<file path="config.mk">
export PLATFORM = sky130hd
export DESIGN_NAME = rcc_ahb_slave_if_flat
export DESIGN_NICKNAME = d
export VERILOG_FILES = /design/src/rtl/rcc_ahb_slave_if_if.sv /design/src/rtl/rcc_ahb_slave_if.sv /design/src/flat_wrapper.sv
export SDC_FILE = /design/constraint.sdc
export NUM_CORES = 1
export LEC_CHECK = 0
export BUFFER_PORTS_ARGS = -buffer_cell sky130_fd_sc_hd__buf_2
export CORE_MARGIN = 10
export CORE_UTILIZATION = 43
export DETAILED_ROUTE_END_ITERATION = 7
export PLACE_DENSITY_LB_ADDON = 0.05
export SLEW_MARGIN = 0
export SYNTH_ARGS = -nofsm -noshare
export SYNTH_HDL_FRONTEND = slang
export SYNTH_SLANG_ARGS = --single-unit
</file>
<file path="constraint.sdc">
create_clock -name HCLK -period 1.9 [get_ports HCLK]
set_input_delay 0.285 -clock HCLK [delete_from_list [all_inputs] [get_ports HCLK]]
set_output_delay 0.285 -clock HCLK [all_outputs]
set_load 0.01 [all_outputs]
</file>
<file path="src/rtl/rcc_ahb_slave_if_if.sv">
// AHB-Lite address-phase and response signals between the interconnect
// and the reset/clock-control slave front-end.
interface rcc_ahb_slave_if_if #(
   parameter int ADDR_W = 12
);
   logic              HSEL;
   logic [ADDR_W-1:0] HADDR;
   logic [1:0]        HTRANS;
   logic              HWRITE;
   logic [2:0]        HSIZE;
   logic              HREADY;
   logic              HREADYOUT;
   logic              HRESP;

   modport slave (
      input  HSEL, HADDR, HTRANS, HWRITE, HSIZE, HREADY,
      output HREADYOUT, HRESP
   );

   modport master (
      output HSEL, HADDR, HTRANS, HWRITE, HSIZE, HREADY,
      input  HREADYOUT, HRESP
   );
endinterface

</file>
<file path="src/rtl/rcc_ahb_slave_if.sv">
// AHB-Lite slave front-end for the reset/clock-control register block:
// qualifies address phases, drives data-phase strobes and inserts settling stalls.
module rcc_ahb_slave_if #(
   parameter int ADDR_W      = 12,
   parameter int WAIT_STATES = 4,
   parameter int CNT_W       = 4
) (
   input  logic                HCLK,
   input  logic                HRESETn,
   rcc_ahb_slave_if_if.slave   ahb,
   output logic                HSEL_REG,
   output logic                HWRITE_REG,
   output logic [2:0]          HSIZE_REG,
   output logic                RD_SEL,
   output logic                BUSY
);

   typedef enum logic [2:0] {
      IDLE,
      WR_WAIT,
      RD_WAIT,
      ERR1,
      ERR2
   } state_t;

   localparam logic [CNT_W-1:0] WAIT_CNT = CNT_W'(WAIT_STATES);

   state_t           state;
   state_t           state_nxt;
   logic [CNT_W-1:0] cnt;
   logic [CNT_W-1:0] cnt_nxt;
   logic             ready_int;
   logic             accept;
   logic             legal;
   logic             wr_go;
   logic             rd_go;

   // HREADYOUT is high exactly in cycles that may take a new address phase
   always_comb begin
      ready_int = 1'b1;
      case (state)
         IDLE:    ready_int = 1'b1;
         WR_WAIT: ready_int = (cnt == '0);
         RD_WAIT: ready_int = 1'b0;
         ERR1:    ready_int = 1'b0;
         ERR2:    ready_int = 1'b1;
         default: ready_int = 1'b1;
      endcase
   end

   // Only word 0 is mapped; sub-word access is limited to byte lane 0
   always_comb begin
      accept = ready_int & ahb.HSEL & ahb.HREADY & ahb.HTRANS[1];
      legal  = (ahb.HADDR[ADDR_W-1:2] == '0) &&
               (ahb.HSIZE <= 3'd2) &&
               ((ahb.HSIZE == 3'd2) || (ahb.HADDR[1:0] == 2'b00));
      wr_go  = accept & legal & ahb.HWRITE;
      rd_go  = accept & legal & ~ahb.HWRITE;
   end

   always_comb begin
      state_nxt = state;
      cnt_nxt   = cnt;
      case (state)
         IDLE: state_nxt = IDLE;
         WR_WAIT: begin
            if (cnt != '0) begin
               cnt_nxt = cnt - CNT_W'(1);
            end else begin
               state_nxt = IDLE;
            end
         end
         RD_WAIT: state_nxt = IDLE;
         ERR1:    state_nxt = ERR2;
         ERR2:    state_nxt = IDLE;
         default: state_nxt = IDLE;
      endcase
      if (accept) begin
         cnt_nxt = '0;
         if (!legal) begin
            state_nxt = ERR1;
         end else if (ahb.HWRITE) begin
            if (WAIT_CNT == '0) begin
               state_nxt = IDLE;
            end else begin
               state_nxt = WR_WAIT;
               cnt_nxt   = WAIT_CNT;
            end
         end else begin
            state_nxt = RD_WAIT;
         end
      end
   end

   always_ff @(posedge HCLK or negedge HRESETn) begin
      if (!HRESETn) begin
         state <= IDLE;
         cnt   <= '0;
      end else begin
         state <= state_nxt;
         cnt   <= cnt_nxt;
      end
   end

   // Strobes last one cycle: the first data cycle of a qualified transfer
   always_ff @(posedge HCLK or negedge HRESETn) begin
      if (!HRESETn) begin
         HSEL_REG   <= 1'b0;
         HWRITE_REG <= 1'b0;
         HSIZE_REG  <= 3'd0;
         RD_SEL     <= 1'b0;
      end else begin
         HSEL_REG   <= wr_go;
         HWRITE_REG <= wr_go;
         HSIZE_REG  <= wr_go ? ahb.HSIZE : 3'd0;
         RD_SEL     <= rd_go;
      end
   end

   assign ahb.HREADYOUT = ready_int;
   assign ahb.HRESP     = (state == ERR1) || (state == ERR2);
   assign BUSY          = (state != IDLE);

endmodule

</file>
<file path="src/flat_wrapper.sv">
// flat-port wrapper written by rule: the top's interface ports become plain ports
module rcc_ahb_slave_if_flat 
#(
   parameter int ADDR_W      = 12,
   parameter int WAIT_STATES = 4,
   parameter int CNT_W       = 4
)
  (HCLK, HRESETn, HSEL_REG, HWRITE_REG, HSIZE_REG, RD_SEL, BUSY, ahb_HSEL, ahb_HADDR, ahb_HTRANS, ahb_HWRITE, ahb_HSIZE, ahb_HREADY, ahb_HREADYOUT, ahb_HRESP);
  rcc_ahb_slave_if_if #(.ADDR_W(ADDR_W)) ahb_i ();
  input  logic HCLK;
  input  logic HRESETn;
  output logic HSEL_REG;
  output logic HWRITE_REG;
  output logic [2:0] HSIZE_REG;
  output logic RD_SEL;
  output logic BUSY;
  input wire logic [$bits(ahb_i.HSEL)-1:0] ahb_HSEL;
  input wire logic [$bits(ahb_i.HADDR)-1:0] ahb_HADDR;
  input wire logic [$bits(ahb_i.HTRANS)-1:0] ahb_HTRANS;
  input wire logic [$bits(ahb_i.HWRITE)-1:0] ahb_HWRITE;
  input wire logic [$bits(ahb_i.HSIZE)-1:0] ahb_HSIZE;
  input wire logic [$bits(ahb_i.HREADY)-1:0] ahb_HREADY;
  output wire logic [$bits(ahb_i.HREADYOUT)-1:0] ahb_HREADYOUT;
  output wire logic [$bits(ahb_i.HRESP)-1:0] ahb_HRESP;
  assign ahb_i.HSEL = ahb_HSEL;
  assign ahb_i.HADDR = ahb_HADDR;
  assign ahb_i.HTRANS = ahb_HTRANS;
  assign ahb_i.HWRITE = ahb_HWRITE;
  assign ahb_i.HSIZE = ahb_HSIZE;
  assign ahb_i.HREADY = ahb_HREADY;
  assign ahb_HREADYOUT = ahb_i.HREADYOUT;
  assign ahb_HRESP = ahb_i.HRESP;
  rcc_ahb_slave_if #(.ADDR_W(ADDR_W), .WAIT_STATES(WAIT_STATES), .CNT_W(CNT_W)) u_core (.HCLK(HCLK), .HRESETn(HRESETn), .ahb(ahb_i), .HSEL_REG(HSEL_REG), .HWRITE_REG(HWRITE_REG), .HSIZE_REG(HSIZE_REG), .RD_SEL(RD_SEL), .BUSY(BUSY));
endmodule
</file>
==> reports/qor.log <==
qor: status.run_status complete, no violations
qor: global_routing.grt-ovfl-total 0
qor: power.power.ir.vdd_worst 778 µV
qor: cts.worst_skew_pair_later_pin_latency 260 ps
qor: global_routing.initial_antenna_violation_count 0
qor: critical_path.rr_startpoint u_core.cnt[1]$_DFFE_PN0P_
qor: run.drv_cap 0
qor: critical_path.worst_setup_path_start_kind register
qor: yosys.synthDominantCellAreaShare 48.4%
qor: cts.tritoncts done
qor: power.power_density 1140 nW/µm²
qor: floorplan.floorplan.initialDensity 46.5%
qor: yosys.post_synthesis_instance_area 621 µm²
qor: cts.cts_root_buf clkbuf_4
qor: global_routing.grt_first_pass_wirelength 2530 µm
qor: yosys.avgSynthCellArea 10.7 µm²
qor: finish.antenna_cells 0
qor: power.p_leak 0.000452 µW
qor: yosys.synthesis.yosys.warnings 0
qor: place.detailedPlace.worstSlack 253 ps
qor: detailed_routing.initialDrtViolationCount 4
qor: cts.h-tree-depth 1
qor: critical_path.worst-setup-path-type reg2out
qor: global_routing.via_count_of_the_first_global_routing_pass 583
qor: cts.post_cts_resize_count 0
qor: timing.fin_tns_setup 0 ps
qor: timing.final_setup_violation_count 0
qor: critical_path.reg2reg_setup_slack 270 ps
qor: power.netSwitchingPower 316 µW
qor: yosys.postSynthRegisterBits 12
qor: timing.final_cycle_share 94.4%
qor: detailed_routing.antenna_left 0
qor: place.hpwlAfterDp 1260 µm
qor: hold_path.hold_class in2reg
qor: floorplan.fp.dieW 58.0 µm
qor: finish.drive_above_1_share 45.7%
qor: floorplan.floorplan.die_area 3360 µm²
qor: yosys.synth.yosys.seq_area_share 48.4%
qor: finish.final_net_count 119
qor: cts.cts.clk_slew.worst_paths 70 ps
qor: finish.utilization_of_the_core_after_routing 63.4%
qor: detailed_routing.wirelength 1440 µm
qor: yosys.ys_top_cells_by_area dfrtp_1, ha_1, nor2_1, nor4_1, a22o_4
qor: yosys.netlist-cell-type-count 30
qor: critical_path.critical_path_peak_fanout 3
qor: detailed_routing.route.detailed.drc 0
qor: power.finalPower 962 µW
qor: hold_path.worst_hold_startpoint ahb_HWRITE
qor: timing.layout_min_cycle_time 1790 ps
qor: power.internal_power 646 µW
qor: global_routing.globalRouteTotalUtil 9.19%
qor: critical_path.end_kind primary output
qor: detailed_routing.via_per_inst 4.96
qor: power.pwr-share-seq 37.4%
qor: finish.syn2layout_area_growth 36.3%
qor: timing.postLayoutSetupSlackWorst 107 ps
qor: cts.clock_tree_sinks 12
qor: critical_path.r2r_cells 6
qor: timing.finalHoldViolations 0
qor: yosys.syn-instance-count 58
qor: cts.tritoncts.num_buffers 3
qor: place.io_buffers 29
qor: power.portion_of_total_power_attributed_to_combinational_logic 42.6%
qor: finish.mostFrequentLayoutCells buf_2, dfrtp_1, nor2_1
qor: hold_path.hold_path_end u_core.RD_SEL$_DFF_PN0_
qor: floorplan.die_height 58.0 µm
qor: yosys.synthesized_netlist_net_count 82
qor: detailed_routing.wire_length_per_cell_after_detailed_routing 13.2 µm
qor: cts.longest_clk_path_bufs 2
qor: detailed_routing.drt_pass1_iterations 2
qor: floorplan.placeableCoreArea 1330 µm²
qor: power.share_of_total_power_in_the_clock_network 20.0%
qor: power.net_switching_fraction_of_the_power 32.8%
qor: place.gp_congestion 0.740
qor: yosys.dominant_cell_type_by_area_after_synthesis dfrtp_1
qor: critical_path.rr_endpoint u_core.cnt[2]$_DFFE_PN0P_
qor: critical_path.crit_arrival 1510 ps
qor: detailed_routing.vias 541
qor: floorplan.io_pins 31
qor: timing.finalMaxSlewViolations 0
qor: floorplan.placementRows 13
qor: timing.unrepaired_setup_endpoints_after_global_routing false
qor: timing.achievable-frequency 558 MHz
qor: critical_path.crit_required 1620 ps
qor: timing.holdWs 213 ps
qor: timing.finClkSkew 2.91 ps
qor: finish.most_frequent_standard_cell_in_the_layout_excluding_fill_and_tap_cells buf_2
qor: global_routing.grt_start_max_net_pins 13
qor: hold_path.hold_depth 2
[routing by layer]
layer	global-route usage (%)	part of all wire [%]	up-vias
met5	0	0	-
met4	2.01	0	0
met3	4.36	6.9	0
met2	15.6	55	14
met1	10.1	38	244
li1	-	-	283
[cell usage after synthesis, drive strengths merged]
cell type and instances:
and2 2, or3 2, or3b 1, conb 1, ha 2, a21o 1
a22o 1, nor4 3, o22ai 1, inv 2, buf 1, o31ai 1
a2bb2oi 1, a21oi 3, or2b 1, and3 1, o21ai 1, nor3 4
xor2 1, nor2 6, nor3b 1, o211a 1, nor4b 1, dfrtp 12
and3b 1, nand3 2, nand4 1, a21boi 1, nand2 2
[critical path: stages, from the launching register on]
cell and delay, ps:
dfrtp_1 350, inv_1 70, ha_1 190, nor4b_2 170, or3_1 330, buf_2 150
[layout make-up]
cell class	count	area [µm²]
Clock buffer	4	36.3
Fill cell	134	488
Inverter	2	7.51
Multi-Input combinational cell	43	305
Sequential cell	12	300
Tap cell	15	18.8
Timing Repair Buffer	33	178
[power groups by stage]
stage / combinational (µW) / sequential [µW] / clock (µW)
4_1_cts: 407 / 361 / 202
6_report: 410 / 360 / 192
3_5_place_dp: 384 / 371 / 0
5_1_grt: 465 / 373 / 212
3_3_place_gp: 377 / 368 / 0
2_1_floorplan: 283 / 359 / 0
[cell families (layout without fill, tap and decap cells)]
| family | after synthesis | in the layout | synth area share, % |
|---|---|---|---|
| and+or+nand+nor | 28 | 28 | 28.6 |
| DFF | 12 | 12 | 48.4 |
| AOI/OAI and AO/OA | 11 | 11 | 14.5 |
| buffers and inverters | 3 | 39 | 2.42 |
| adders and majority gates | 2 | 2 | 4.03 |
| other | 1 | 1 | 0.604 |
| xor gates and xnor gates | 1 | 1 | 1.41 |
[timing repair]
item | in CTS | in global routing
hold endpoints to repair | 12 | 0
pin swaps | 0 | 1
endpoints found under the setup margin | 1 | 1
setup buffers | 1 | 1
hold buffers | 1 | 0
gates cloned | 0 | 0
[sequential cells by signal (all words and copies together) (netlist names)]
register,count
u_core.HSEL_REG,1
u_core.state,3
u_core.HSIZE_REG,3
u_core.cnt,4
u_core.RD_SEL,1
[how the worst max path moves through the flow]
stage                               from                   endpoint  slack (ps)  depth (start not counted)
2_1_floorplan  u_core.cnt[0]$_DFFE_PN0P_  u_core.cnt[2]$_DFFE_PN0P_         310                          6
5_1_grt        u_core.cnt[1]$_DFFE_PN0P_              ahb_HREADYOUT         0.8                          5
6_report       u_core.cnt[1]$_DFFE_PN0P_              ahb_HREADYOUT         110                          5
4_1_cts        u_core.cnt[1]$_DFFE_PN0P_              ahb_HREADYOUT          40                          5
3_3_place_gp   u_core.cnt[0]$_DFFE_PN0P_  u_core.cnt[2]$_DFFE_PN0P_         260                          6
3_5_place_dp   u_core.cnt[0]$_DFFE_PN0P_  u_core.cnt[2]$_DFFE_PN0P_         250                          6
[through the flow]
| step | cells | cell area (µm²) |
|---|---|---|
| finish | 109 | 846 |
| detailed placement | 102 | 785 |
| floorplan | 58 | 621 |
| global placement | 102 | 785 |
| global route | 109 | 846 |
| CTS | 108 | 838 |
Power figures use the tool's default switching activity.
